<file path="src/rtl/snake_move_ctrl.sv">
// snake_move_ctrl: moves the snake one cell per step tick on a 16x16 grid.
// A tick counter paces the moves. Each move picks a direction, checks the
// grid edge (STEP), then checks the body and food (CHECK). A legal move
// shifts the body by one segment.
//
// Ports
//   clk, reset            system clock, synchronous active-high reset
//   start                 level: IDLE -> RUN, OVER -> IDLE
//   stage                 level: 1 = running, 0 = paused (counter holds)
//   Up/Down/Left/Right    latched direction requests (priority U>D>L>R)
//   food_x, food_y        current food cell
//   seg_idx               renderer read index
//   seg_x, seg_y          combinational read of segment seg_idx (0 = head)
//   length                current body length
//   ate, step_done        one-cycle pulses on a committed move
//   game_over, win        level flags, held in OVER
module snake_move_ctrl #(
    parameter int TICK_DIV = 12_500_000,
    parameter int MAX_LEN  = 16
) (
    input  logic       clk,
    input  logic       reset,
    input  logic       start,
    input  logic       stage,
    input  logic       Up,
    input  logic       Down,
    input  logic       Left,
    input  logic       Right,
    input  logic [3:0] food_x,
    input  logic [3:0] food_y,
    input  logic [3:0] seg_idx,
    output logic [3:0] seg_x,
    output logic [3:0] seg_y,
    output logic [4:0] length,
    output logic       ate,
    output logic       step_done,
    output logic       game_over,
    output logic       win
);
    localparam int              CNT_W   = (TICK_DIV > 1) ? $clog2(TICK_DIV) : 1;
    localparam logic [CNT_W-1:0] CNT_TOP = CNT_W'(TICK_DIV - 1);
    localparam logic [4:0]      LEN_MAX = 5'(MAX_LEN);

    typedef enum logic [2:0] {S_IDLE, S_RUN, S_STEP, S_CHECK, S_OVER} state_t;
    // Encoding puts opposite directions one bit0 flip apart.
    typedef enum logic [1:0] {D_UP, D_DOWN, D_LEFT, D_RIGHT} dir_t;
    typedef struct packed {
        logic [3:0] x;
        logic [3:0] y;
    } coord_t;

    state_t           state, state_nxt;
    logic [CNT_W-1:0] cnt;
    dir_t             cur_dir, req_dir, key_dir;
    logic             key_any;
    coord_t           seg [MAX_LEN];
    coord_t           next_head, step_head, rd_seg;
    logic             off_grid, collide, food_hit, win_now, do_init;
    logic [MAX_LEN-1:0] hit;

    // Direction request: ignore empty requests and reversals.
    always_comb begin
        key_any = Up | Down | Left | Right;
        key_dir = D_RIGHT;
        if (Up)        key_dir = D_UP;
        else if (Down) key_dir = D_DOWN;
        else if (Left) key_dir = D_LEFT;
        req_dir = cur_dir;
        if (key_any && (key_dir != dir_t'(cur_dir ^ 2'b01)))
            req_dir = key_dir;
    end

    // Candidate head; off_grid flags a move past the 0/15 edges.
    always_comb begin
        step_head = seg[0];
        off_grid  = 1'b0;
        case (req_dir)
            D_UP:    if (seg[0].y == 4'd0)  off_grid = 1'b1; else step_head.y = seg[0].y - 4'd1;
            D_DOWN:  if (seg[0].y == 4'd15) off_grid = 1'b1; else step_head.y = seg[0].y + 4'd1;
            D_LEFT:  if (seg[0].x == 4'd0)  off_grid = 1'b1; else step_head.x = seg[0].x - 4'd1;
            default: if (seg[0].x == 4'd15) off_grid = 1'b1; else step_head.x = seg[0].x + 4'd1;
        endcase
    end

    // Body compare excludes the tail (index length-1): it vacates this move.
    for (genvar gi = 0; gi < MAX_LEN; gi++) begin : g_hit
        assign hit[gi] = (5'(gi) + 5'd1 < length) && (seg[gi] == next_head);
    end

    assign collide  = |hit;
    assign food_hit = (next_head == coord_t'{food_x, food_y});
    assign win_now  = food_hit && (length + 5'd1 == LEN_MAX);
    assign do_init  = reset || ((state == S_OVER) && start);

    // State register
    always_ff @(posedge clk) begin
        if (reset) state <= S_IDLE;
        else       state <= state_nxt;
    end

    // Next-state logic
    always_comb begin
        state_nxt = state;
        case (state)
            S_IDLE:  if (start) state_nxt = S_RUN;
            S_RUN:   if (stage && cnt == CNT_TOP) state_nxt = S_STEP;
            S_STEP:  state_nxt = off_grid ? S_OVER : S_CHECK;
            S_CHECK: state_nxt = (collide || win_now) ? S_OVER : S_RUN;
            S_OVER:  if (start) state_nxt = S_IDLE;
            default: state_nxt = S_IDLE;
        endcase
    end

    // Output pulses
    always_comb begin
        step_done = (state == S_CHECK) && !collide;
        ate       = (state == S_CHECK) && !collide && food_hit;
    end

    // Datapath: counter, direction, body, flags
    always_ff @(posedge clk) begin
        if (do_init) begin
            cnt       <= '0;
            cur_dir   <= D_RIGHT;
            length    <= 5'd3;
            next_head <= '0;
            game_over <= 1'b0;
            win       <= 1'b0;
            for (int i = 0; i < MAX_LEN; i++) seg[i] <= '0;
            seg[0] <= coord_t'{4'd8, 4'd8};
            seg[1] <= coord_t'{4'd7, 4'd8};
            seg[2] <= coord_t'{4'd6, 4'd8};
        end else begin
            case (state)
                S_IDLE: cnt <= '0;
                S_RUN: if (stage) cnt <= (cnt == CNT_TOP) ? '0 : cnt + 1'b1;
                S_STEP: begin
                    cur_dir <= req_dir;
                    if (off_grid) game_over <= 1'b1;
                    else          next_head <= step_head;
                end
                S_CHECK: begin
                    if (collide) begin
                        game_over <= 1'b1;
                    end else begin
                        for (int i = MAX_LEN - 1; i > 0; i--) seg[i] <= seg[i-1];
                        seg[0] <= next_head;
                        if (food_hit) length <= length + 5'd1;
                        if (win_now)  win <= 1'b1;
                    end
                end
                default: ;
            endcase
        end
    end

    // Renderer read port; indices past MAX_LEN read as (0,0).
    always_comb begin
        rd_seg = '0;
        for (int i = 0; i < MAX_LEN; i++)
            if (seg_idx == 4'(i)) rd_seg = seg[i];
        seg_x = rd_seg.x;
        seg_y = rd_seg.y;
    end
endmodule

</file>
<file path="config.mk">
export PLATFORM = sky130hd
export DESIGN_NAME = snake_move_ctrl
export DESIGN_NICKNAME = d
export VERILOG_FILES = /design/src/rtl/snake_move_ctrl.sv
export SDC_FILE = /design/constraint.sdc
export NUM_CORES = 1
export LEC_CHECK = 0
export BUFFER_PORTS_ARGS = -buffer_cell sky130_fd_sc_hd__buf_2
export CAP_MARGIN = 30
export CORE_UTILIZATION = 55
export CTS_BUF_LIST = sky130_fd_sc_hd__clkbuf_16
export DETAILED_ROUTE_END_ITERATION = 8
export GPL_ROUTABILITY_DRIVEN = 0
export PLACE_DENSITY = 0.73
export SLEW_MARGIN = 20
export SYNTH_ARGS = -nofsm -noshare
export SYNTH_HDL_FRONTEND = slang
export SYNTH_SLANG_ARGS = --single-unit
</file>
<file path="constraint.sdc">
create_clock -name clk -period 19.6 [get_ports clk]
set_clock_uncertainty 0.1 [all_clocks]
set_input_delay 0 -clock clk [delete_from_list [all_inputs] [get_ports clk]]
set_output_delay 0 -clock clk [all_outputs]
set_load 0.05 [all_outputs]
</file>
==> results.yml <==
clock_network:
  htree_levels: 4
  cts_hold_buf: 6
  clk_path_buf_depth: 2
  clockRootBuffer: "clkbuf_16"
  cts_inserted_buffers: 17
  cts_tree: "done"
  postCtsSetupRepairBufs: 0
  cts_resized: 0
  worstSkewPairLatency_ns: 0.44
  clock-sinks: 172
  path_clk_slew_ns: 0.07
synth:
  yosysUniqueCellTypes: 82
  synthesis.nets: 1080
  ys_ff_latch: 172
  ys_async_sr_fraction: 0
  ys_seq_area_frac: 0.4454
  syn_inst: 1053
  yosys_warnings: 0
  synth_ff_type: "edfxtp_1"
  synth.avg_cell_area_um2: 10.07
  synth_edf_count: 128
  synth_area_mm2: 0.01061
routing:
  finalWirelength_um: 28170
  ant_nets: 0
  post_drt_wl_per_cell_um: 21.18
  num_vias: 8383
  drt_iter0_drc: 927
  via_per_inst: 6.303
  drt_first_pass_iters: 5
  route.detailed.drc: 0
pwr:
  power_frac_comb: 0.210
  switching_share: 0.3189
  p_leak_nw: 4.243
  clockPowerShare: 0.335
  ir_drop_v: 0.00006341
  power_frac_seq: 0.455
  p_switching_w: 0.0003330
  p_int_w: 0.0007111
  pwr_density_cell_mw_per_mm2: 91.28
job:
  maxCapViolCount: 0
critical_path:
  path_cells: "buf_4, xor2_1, nor4_1, and3_1, nor4_4, nand4_2, o21ai_4, buf_4, buf_12"
  cp.arrival_ns: 3.88
  r2r_slack_ns: 15.75
  cpLargestDelayFamily: "buffers and inverters"
  r2r-end: "seg[0][60]"
  ff2ff_path_depth: 9
  cpMostUsedCell: "buf_4"
  crit_buf_inv: 3
  crit_slowest_cell: "dfxtp_1"
  crit_fanout: 43
  cp_data_required_time_ns: 19.63
  worst_setup_path_end_kind: "flop"
  rr_startpoint: "next_head[4]"
  max_stage_delay_ns: 0.71
  cp-start-kind: "flop"
  path_class: "flop to flop"
timing:
  clock.fmax_mhz: 259.9
  grt_setup_unrepaired: "no"
  hold-worst-slack_ns: 0.03240
  period_needed_ns: 3.847
  period_share: 0.1963
  maxSlewHeadroom: 0.3914
  setup_viol: 0
  slew_violations: 0
  finalSetupTns_ns: 0
  tightestPinTransition_ns: 0.9045
  hold_viol_final: 0
floorplan:
  ios: 37
  core_area_mm2: 0.01883
  initial_core_util: 0.5633
  rows: 50
  fp.dieW_um: 140.9
  die_area_mm2: 0.01985
  fp.dieH_um: 140.9
final_layout:
  syn2layout_area_growth_pct: 7.832
  fillCellCount: 1522
  nets: 1084
  antennaDiodeCount: 0
  drive_above_1_share: 0.1075
  finalNonFillerCells: 1330
grt:
  overflow: 0
  first_global_vias: 7930
  antenna_found_initial: 0
  grtUsageTotal: 0.2959
  grt_max_degree: 114
  grt_first_pass_wirelength_um: 44560
place:
  portBuffers: 36
  dp_hpwl_um: 19150
  dp.cells: 1291
hold_path:
  whs_path_depth: 7
  hp-start: "food_x[1]"
  min_to: "length[1]"
  hold_class: "primary input to flop"
outcome:
  status: "completed"
==> state kept, by name (all words and copies together), names as in the netlist <==
signal and count:
seg 128, cnt 24, next_head 8, length 5
state 3, cur_dir 2, game_over 1, win 1
==> cell usage in the layout (no fill, tap or decap), types with 20 or more instances in the layout <==
cell type  netlist  layout
nor2_1          67      67
buf_2           12      36
o21ai_0         45      44
clkbuf_16        0      20
nand2_1         54      54
dfxtp_1         44      43
and2_1         114     114
nor4_1          23      23
xnor2_1         84      84
nand3_1         30      30
xor2_1          67      67
edfxtp_1       128     128
a21oi_1         50      50
nand4_1         26      26
==> power by group through the flow <==
stage | Combinational (W) | Clock (W) | Sequential, W
global route | 0.000238 | 0.000364 | 0.000478
global placement | 0.000204 | 0 | 0.000484
CTS | 0.000214 | 0.000350 | 0.000474
finish | 0.000219 | 0.000350 | 0.000475
detailed placement | 0.000212 | 0 | 0.000481
floorplan | 0.000178 | 0 | 0.000469
==> worst reg2reg max path: stages, from the launching register on <==
cell,delay (ns)
dfxtp_1,0.71
buf_4,0.37
xor2_1,0.18
nor4_1,0.08
and3_1,0.21
nor4_4,0.35
nand4_2,0.41
o21ai_4,0.27
buf_4,0.52
buf_12,0.31
==> how the worst max path moves through the flow <==
stage / depth (start not counted) / startpoint / slack (ns) / to
after detailed placement: 8 / next_head[4] / 15.76 / seg[0][56]
after global placement: 7 / next_head[0] / 15.64 / seg[0][64]
after floorplan: 8 / length[3] / 7.77 / seg[0][0]
after global routing: 9 / next_head[4] / 15.55 / seg[0][0]
final: 9 / next_head[4] / 15.75 / seg[0][60]
after CTS: 8 / next_head[4] / 15.73 / seg[0][57]
==> metal layers <==
metal  share of wire  GRT usage  vias up
met5               0          0        -
met4           0.037     0.1322        0
met3           0.091    0.06250       92
met2            0.47     0.4734      441
met1            0.41     0.3877     4026
li1                -          -     3824
==> logic make-up after synthesis <==
logic type,Yosys count,synth area share
AO/OA/AOI/OAI,204,0.1261
XOR/XNOR,151,0.1247
adder cells (fa/ha/maj),7,0.008256
buffers and inverters,91,0.05331
flip-flops,172,0.4454
multiplexers,27,0.03185
AND/OR/NAND/NOR,401,0.2104
==> cell usage after synthesis (6+ instances only) <==
| cell | number | area, um^2 |
|---|---|---|
| ha_1 | 7 | 87.58 |
| nor2b_1 | 10 | 62.56 |
| buf_6 | 12 | 135.1 |
| nand3_1 | 30 | 150.1 |
| inv_1 | 18 | 67.56 |
| nor2_1 | 67 | 251.5 |
| o21a_1 | 8 | 60.06 |
| dfxtp_1 | 44 | 880.8 |
| xor2_1 | 67 | 586.8 |
| o22ai_1 | 14 | 87.58 |
| nor3b_1 | 6 | 45.04 |
| nand4_1 | 26 | 162.7 |
| buf_2 | 12 | 60.06 |
| xnor2_1 | 84 | 735.7 |
| edfxtp_1 | 128 | 3844 |
| o31ai_1 | 8 | 60.06 |
| or4_1 | 6 | 45.04 |
| nor3_1 | 18 | 90.09 |
| nor4_1 | 23 | 143.9 |
| o21ai_0 | 45 | 225.2 |
| o211ai_1 | 8 | 60.06 |
| mux2i_1 | 18 | 180.2 |
| and2_1 | 114 | 713.2 |
| a21o_1 | 9 | 67.56 |
| buf_1 | 7 | 26.28 |
| nand2_1 | 54 | 202.7 |
| and3_1 | 9 | 56.30 |
| a31oi_1 | 10 | 62.56 |
| clkbuf_1 | 30 | 112.6 |
| a21oi_1 | 50 | 250.2 |
==> metrics by stage <==
step / power [W] / worst slack, ns / util / instance area, um^2
global route: 0.001080 / 15.55 / 0.6074 / 11440
finish: 0.001044 / 15.75 / 0.6074 / 11440
floorplan: 0.0006471 / 7.768 / - / 10610
CTS: 0.001039 / 15.73 / 0.6064 / 11420
global placement: 0.0006875 / 15.64 / 0.5687 / 10710
detailed placement: 0.0006926 / 15.76 / 0.5712 / 10760
==> area by class of cell <==
cell class,instances,area (um^2),area share
flip-flops and latches,172,4726,0.4131
clock buffers,20,500.5,0.04375
repair buffers,56,376.6,0.03292
inverters,20,75.07,0.006563
multi-input cells,790,5333,0.4662
well taps,260,325.3,0.02844
clock inverters,12,102.6,0.008970
No activity file was read; power rests on OpenSTA's default activity.
